### src/rtl/storage_rr_mem.sv
// ---------------------------------------------------------------------------
// storage_rr_mem
//   Single-write, multi-read row memory. Read channels are arbitrated
//   round-robin: at most one channel is granted per cycle. After every reset
//   the array is zero-filled before any traffic is accepted.
//
// Ports
//   clk           clock; all state changes on the rising edge
//   rst           asynchronous reset, active-low
//   readAddrs     packed per-channel row addresses; channel i is at
//                 [i*READ_ADDR_SIZE +: READ_ADDR_SIZE]
//   readReqs      per-channel read request, held until granted
//   readfin       one-hot grant, combinational, same cycle as the request
//   readValid     one-hot, registered copy of readfin; owner of poolReadData
//   poolReadData  registered read data
//   writeAddr     write row address
//   writeData     write data
//   writeMask     byte enables; bit b covers byte b
//   writeEn       write strobe
//   ready         high once the zero-fill has finished
//
// States
//   ST_INIT | zero-fill one row per cycle; reads and writes are dropped
//   ST_RUN  | normal operation: arbitrated reads, masked writes
// ---------------------------------------------------------------------------
module storage_rr_mem #(
    parameter int READ_ADDR_SIZE = 6,
    parameter int ROW_WIDTH      = 32,
    parameter int AMT_READER     = 4
) (
    input  logic                                 clk,
    input  logic                                 rst,
    input  logic [READ_ADDR_SIZE*AMT_READER-1:0] readAddrs,
    input  logic [AMT_READER-1:0]                readReqs,
    output logic [AMT_READER-1:0]                readfin,
    output logic [AMT_READER-1:0]                readValid,
    output logic [ROW_WIDTH-1:0]                 poolReadData,
    input  logic [READ_ADDR_SIZE-1:0]            writeAddr,
    input  logic [ROW_WIDTH-1:0]                 writeData,
    input  logic [ROW_WIDTH/8-1:0]               writeMask,
    input  logic                                 writeEn,
    output logic                                 ready
);

    localparam int DEPTH = 1 << READ_ADDR_SIZE;
    localparam int BYTES = ROW_WIDTH / 8;
    localparam int PTR_W = $clog2(AMT_READER);

    typedef enum logic {
        ST_INIT = 1'b0,
        ST_RUN  = 1'b1
    } state_t;

    state_t                      state_q, state_d;
    logic [READ_ADDR_SIZE-1:0]   init_ptr_q, init_ptr_d;
    logic [PTR_W-1:0]            rr_ptr_q, rr_ptr_d;
    logic [AMT_READER-1:0]       valid_q, valid_d;
    logic [ROW_WIDTH-1:0]        rd_data_q, rd_data_d;

    logic [ROW_WIDTH-1:0]        mem_q [DEPTH];

    logic                        mem_we;
    logic [READ_ADDR_SIZE-1:0]   mem_waddr;
    logic [ROW_WIDTH-1:0]        mem_wdata;
    logic [ROW_WIDTH-1:0]        merged_row;
    logic [AMT_READER-1:0]       grant;
    logic                        gnt_found;
    int                          gnt_idx;
    int                          scan_idx;
    logic [READ_ADDR_SIZE-1:0]   rd_addr;

    always_comb begin
        state_d    = state_q;
        init_ptr_d = init_ptr_q;
        rr_ptr_d   = rr_ptr_q;
        valid_d    = '0;
        rd_data_d  = rd_data_q;
        mem_we     = 1'b0;
        mem_waddr  = init_ptr_q;
        mem_wdata  = '0;
        grant      = '0;
        gnt_found  = 1'b0;
        gnt_idx    = 0;
        scan_idx   = 0;
        rd_addr    = '0;

        // Row as it will look after this cycle's masked write; also the
        // bypass value for a same-cycle read of the written row.
        merged_row = mem_q[writeAddr];
        for (int b = 0; b < BYTES; b++) begin
            if (writeMask[b]) begin
                merged_row[b*8 +: 8] = writeData[b*8 +: 8];
            end
        end

        case (state_q)
            ST_INIT: begin
                mem_we     = 1'b1;
                init_ptr_d = init_ptr_q + READ_ADDR_SIZE'(1);
                if (init_ptr_q == READ_ADDR_SIZE'(DEPTH - 1)) begin
                    state_d = ST_RUN;
                end
            end

            ST_RUN: begin
                // First requester at or after rr_ptr_q, wrapping round.
                for (int k = 0; k < AMT_READER; k++) begin
                    scan_idx = (int'(rr_ptr_q) + k) % AMT_READER;
                    if (!gnt_found && readReqs[scan_idx]) begin
                        gnt_found = 1'b1;
                        gnt_idx   = scan_idx;
                    end
                end

                if (writeEn) begin
                    mem_we    = 1'b1;
                    mem_waddr = writeAddr;
                    mem_wdata = merged_row;
                end

                if (gnt_found) begin
                    grant[gnt_idx] = 1'b1;
                    valid_d        = grant;
                    rr_ptr_d       = PTR_W'((gnt_idx + 1) % AMT_READER);
                    rd_addr        = readAddrs[gnt_idx*READ_ADDR_SIZE +: READ_ADDR_SIZE];
                    if (writeEn && (rd_addr == writeAddr)) begin
                        rd_data_d = merged_row;
                    end else begin
                        rd_data_d = mem_q[rd_addr];
                    end
                end
            end

            default: begin
                state_d = ST_INIT;
            end
        endcase
    end

    always_ff @(posedge clk or negedge rst) begin
        if (!rst) begin
            state_q    <= ST_INIT;
            init_ptr_q <= '0;
            rr_ptr_q   <= '0;
            valid_q    <= '0;
            rd_data_q  <= '0;
        end else begin
            state_q    <= state_d;
            init_ptr_q <= init_ptr_d;
            rr_ptr_q   <= rr_ptr_d;
            valid_q    <= valid_d;
            rd_data_q  <= rd_data_d;
        end
    end

    // Array contents are defined by the zero-fill, so no reset is needed here.
    always_ff @(posedge clk) begin
        if (mem_we) begin
            mem_q[mem_waddr] <= mem_wdata;
        end
    end

    assign readfin      = grant;
    assign readValid    = valid_q;
    assign poolReadData = rd_data_q;
    assign ready        = (state_q == ST_RUN);

endmodule

### config.mk
export PLATFORM = sky130hd
export DESIGN_NAME = storage_rr_mem
export DESIGN_NICKNAME = d
export VERILOG_FILES = /design/src/rtl/storage_rr_mem.sv
export SDC_FILE = /design/constraint.sdc
export NUM_CORES = 2
export LEC_CHECK = 0
export CELL_PAD_IN_SITES_DETAIL_PLACEMENT = 2
export CELL_PAD_IN_SITES_GLOBAL_PLACEMENT = 2
export CORE_UTILIZATION = 48
export CTS_CLUSTER_SIZE = 24
export DETAILED_ROUTE_END_ITERATION = 12
export PLACE_DENSITY = 0.82
export SYNTH_ARGS = -nofsm -noshare
export SYNTH_HDL_FRONTEND = slang
export SYNTH_SLANG_ARGS = --single-unit
### constraint.sdc
create_clock -name clk -period 5.04 [get_ports clk]
set_clock_uncertainty 0.2 [all_clocks]
set_input_delay 0.504 -clock clk [delete_from_list [all_inputs] [get_ports clk]]
set_output_delay 0.504 -clock clk [all_outputs]
set_load 0.01 [all_outputs]
==> metrics, run 1 <==
worst_ep kind=register data pin; Mapped Area=105000 µm²; CTS Sinks=2093; Max Buffers Root-to-Sink=3; Mapped Nets=6903; synthesized area per cell=15.4 µm²; largest net degree at the start of global routing=114; status=stopped before the end; Post-Synth Adder-Cell Area=0.0357%; mux share of post-synthesis cell area=18.4%; H-tree depth=4; last worst endpoint in the global-route repair_timing=poolReadData[9]$_DFFE_PN0P_/D; Last stage=5_1_grt; Synth Area in Compound Gates=15.2%; io pins=114; Remaining Overflow, GRT=157; sequential share of the synthesized area=59.6%; clock buffer count from CTS=222; placed cells=9669; row count=171; Stop Error=[ERROR GRT-0232] Routing congestion too high. Check the congestion heatmap in the GUI.; Simple-Gate Fraction of Synth Area=3.63%; die width=470 µm; xor/xnor cell area share of the yosys netlist=0.0916%; initial antenna violation count=126; Yosys top cell by area=edfxtp_1; port bufs=113; yosys warns=0; Initial Util=48.4%; top_reg_cell synth=edfxtp_1; async set-reset flop share out of synthesis=2.15%; Synth cell types=68; Post-synth EDFFs=2048; Mapped Cells=6827; largest family of logic cells by synthesized area=multiplexers; GRT Total Usage=75.3%; hpwl dp=308 mm; Root Driver=clkbuf_16; #FFs+latches synth=2093; chip height=470 µm; post-synth top area share=58.5%; Area contributors post-synth=edfxtp_1 (59%), mux4_2 (15%), a221oi_1 (6.9%); GPL Wtd Cong=0.928
-- per-stage QoR --
stage | cell area, µm² | setup WS [ns]
after detailed placement | 115000 | -1.30
after CTS | 123000 | 0.00184
after global placement | 115000 | -1.07
after floorplan | 105000 | 0.0346
-- cells by family after synthesis --
logic type      count (synthesis)
buf+inv                       758
fa+ha+maj                       3
compound gates               2092
xor+xnor                       11
flops                        2093
mux                          1072
simple gates                  798
-- cells in the mapped netlist (19+ instances only) --
| cell | number |
|---|---|
| a211oi_1 | 171 |
| a21oi_1 | 209 |
| a221oi_1 | 833 |
| a2bb2oi_1 | 24 |
| a31oi_1 | 26 |
| and3_1 | 211 |
| buf_1 | 94 |
| buf_2 | 155 |
| buf_4 | 37 |
| clkbuf_1 | 460 |
| dfrtp_1 | 45 |
| edfxtp_1 | 2048 |
| mux2i_1 | 379 |
| mux4_2 | 684 |
| nand2_1 | 359 |
| nand2b_1 | 37 |
| nand3_1 | 19 |
| nand4_1 | 25 |
| nor2_1 | 109 |
| o211a_1 | 23 |
| o211ai_1 | 75 |
| o21a_1 | 26 |
| o21ai_0 | 155 |
| o221ai_1 | 228 |
| o22ai_1 | 256 |
-- timing repair --
| action | CTS |
|---|---|
| resized for setup | 56 |
| setup endpoints to repair | 32 |
| hold buffers | 1 |
| setup buffers | 11 |
| hold endpoints to repair | 20 |
| pin swaps | 12 |
-- layer usage --
metal	overflow	track usage, %
met1	0	74.5
met4	88	74.0
met2	64	88.1
met5	0	44.5
met3	5	64.3
==> inputs of run 2 (changes only) <==
CELL_PAD_IN_SITES_DETAIL_PLACEMENT = default   (was 2)
CELL_PAD_IN_SITES_GLOBAL_PLACEMENT = default   (was 2)
CORE_UTILIZATION = 40   (was 48)
CTS_CLUSTER_SIZE = default   (was 24)
PLACE_DENSITY = default   (was 0.82)
PLACE_DENSITY_LB_ADDON = 0.15   (was default)
==> metrics, run 2 <==
Clock Pin Slew Worst Setup and Hold Paths=0.06 ns; Mapped Cells=6827; Post-synth EDFFs=2048; Initial Util=40.4%; hpwl dp=249 mm; Clk Latency, worst-skew pair=0.89 ns; sequential share of the synthesized area=59.6%; Finished Layout Cells=10800; Mapped Area=105000 µm²; fillers=22000; placed cells=10300; maximum VDD drop=0.000362 V; initial antenna violation count=24; crit share post-route=97.0%; Avg Vias per Cell=7.12; final hold violations=0; GRT Total Usage=30.7%; row count=187; actual slew at the worst max-slew pin=1.25 ns; drt drc=0; top_reg_cell synth=edfxtp_1; GRT met3 Usage=7.17%; Biggest register=mem_q; max reg flops=2048; fin. max-slew vios=0; Final min period=4.89 ns; Worst setup EP type=flop; post-synth top area share=58.5%; met1 Track Usage GR=41.6%; fraction of layout cells with a size suffix above 1=24.6%; most common cell after layout, fill and taps aside=edfxtp_1; commonest cells in the netlist=edfxtp_1 (2048), a221oi_1 (833), mux4_2 (684); worst flop-to-flop path endpoint=poolReadData[10]; leak pwr=34.2 nW; synthesized area per cell=15.4 µm²; Synth cell types=68; via total after detailed routing=76500; DIE AREA=265000 µm²; wire per inst=38.4 µm; maximum fanout along the worst path=43; Final Worst Setup Slack=0.154 ns; vias in the first global route=73900; DRT Pass-1 Iters=8; Setup WS pre-CTS=-0.713 ns; count leader, synth=edfxtp_1; clock buffer count from CTS=227; Worst R2R Start=rr_ptr_q[1]; worst reg2reg path depth=18; H-tree depth=4; port bufs=113; Yosys top cell by area=edfxtp_1; Fin Setup TNS=0 ns; global routing's busiest layer=met2; post-route cell area=123000 µm²; chip height=515 µm; Area contributors post-synth=edfxtp_1 (59%), mux4_2 (15%), a221oi_1 (6.9%); power per cell area=358 nW/µm²; GRT met2 Usage=46.2%; CTS Sinks=2093; Placement Cell Area=116000 µm²; largest net degree at the start of global routing=97; nets@finish=7131; most frequent cells in the layout=edfxtp_1 (2048), a221oi_1 (833), mux4_2 (684); final number of setup-violating endpoints=0; Remaining Overflow, GRT=0; Worst Path Arrival=5.47 ns; #FFs+latches synth=2093; GPL Wtd Cong=0.880; io pins=114; final WL=413 mm; worst reg2reg setup slack=0.15 ns; first-pass GRT wire length=576 mm; Mapped Nets=6903; startpoint types=flop; Max Buffers Root-to-Sink=3; status=finished, final reports clean; fmax=205 MHz; RSZ-0062 raised after global routing=no; core box area=260000 µm²; Routed Antenna Nets=0; worst hold-check path type=in -> async; Rel. slew slack=16.5%; maxcap violations=0; WP data required=5.62 ns; DRT iter0 DRCs=11100; async set-reset flop share out of synthesis=2.15%; Root Driver=clkbuf_16; yosys warns=0; Worst Setup Path Type=reg -> reg; die width=515 µm; CTS tree=built; Area Growth Syn to Fin=17.0%
## run 2: repair_timing
action / in CTS / in global routing
setup buffers: 0 / 3
setup endpoints to repair: 1 / 5
pin swaps: 0 / 2
gates cloned: 0 / 0
gates resized for setup: 1 / 1
hold buffers: 1 / 0
hold endpoints to repair: 17 / 0
## run 2: kinds of logic after synthesis
logic type / Yosys count / synth area share (%)
AND/OR/NAND/NOR: 798 / 3.63
buffers and inverters: 758 / 3.08
multiplexers: 1072 / 18.4
AO/OA/AOI/OAI: 2092 / 15.2
adder cells (fa/ha/maj): 3 / 0.0357
flip-flops: 2093 / 59.6
XOR/XNOR: 11 / 0.0916
## run 2: per-stage QoR
stage                     utilization, %  hold slack, ns  total power, mW
after floorplan                        -         0.00841             24.3
after global placement              44.4           0.308             27.4
after detailed placement            44.4           0.307             27.4
after CTS                           47.2          0.0488             44.0
after global routing                47.2           0.108             45.2
final                               47.2           0.123             44.0
## run 2: power by group
part | internal (mW) | total (mW) | switching, mW
Sequential | 18.8 | 18.8 | 0
Combinational | 3.31 | 8.46 | 5.16
Clock | 9.59 | 16.8 | 7.16
## run 2: worst max-delay path, cell delays in order, from the launching register on
cell	delay (ns)
dfrtp_1	0.47
or3b_4	0.44
o221ai_4	0.08
ha_2	0.27
mux4_2	0.50
mux2_2	0.30
nor2_1	0.11
buf_4	0.14
nor2_4	0.08
buf_12	0.16
buf_12	0.16
buf_12	0.22
buf_4	0.21
a221oi_1	0.26
o22ai_1	0.13
o211a_1	0.25
a31oi_1	0.19
nand4_1	0.31
a2bb2oi_1	0.22
## run 2: cell type report
class	count	area (µm²)	share of cell area (%)
inverters	5	23.8	0.0193
clock buffers	312	6190	5.03
repair buffers	752	8320	6.76
flip-flops and latches	2093	62600	50.9
well taps	3496	4370	3.56
clock inverters	111	1190	0.966
multi-input cells	3976	40200	32.7
diodes	8	20.0	0.0163
## run 2: layer usage
metal  vias to the layer above  wire [µm]
met5                         -         83
met4                        12      23300
met3                       973      45900
met2                      5175     185000
met1                     40100     159000
li1                      30300          -
## run 2: worst max-delay path by stage
stage / depth (start not counted) / slack [ns] / endpoint / startpoint
floorplan: 7 / 0.03 / mem_q[47][0] / writeAddr[1]
global placement: 18 / -0.71 / poolReadData[28] / readReqs[0]
detailed placement: 17 / -0.71 / poolReadData[28] / readReqs[2]
CTS: 16 / 0.11 / poolReadData[28] / rr_ptr_q[1]
global route: 18 / 0.006 / poolReadData[10] / rr_ptr_q[1]
finish: 18 / 0.15 / poolReadData[10] / rr_ptr_q[1]
Power figures use the tool's default switching activity.
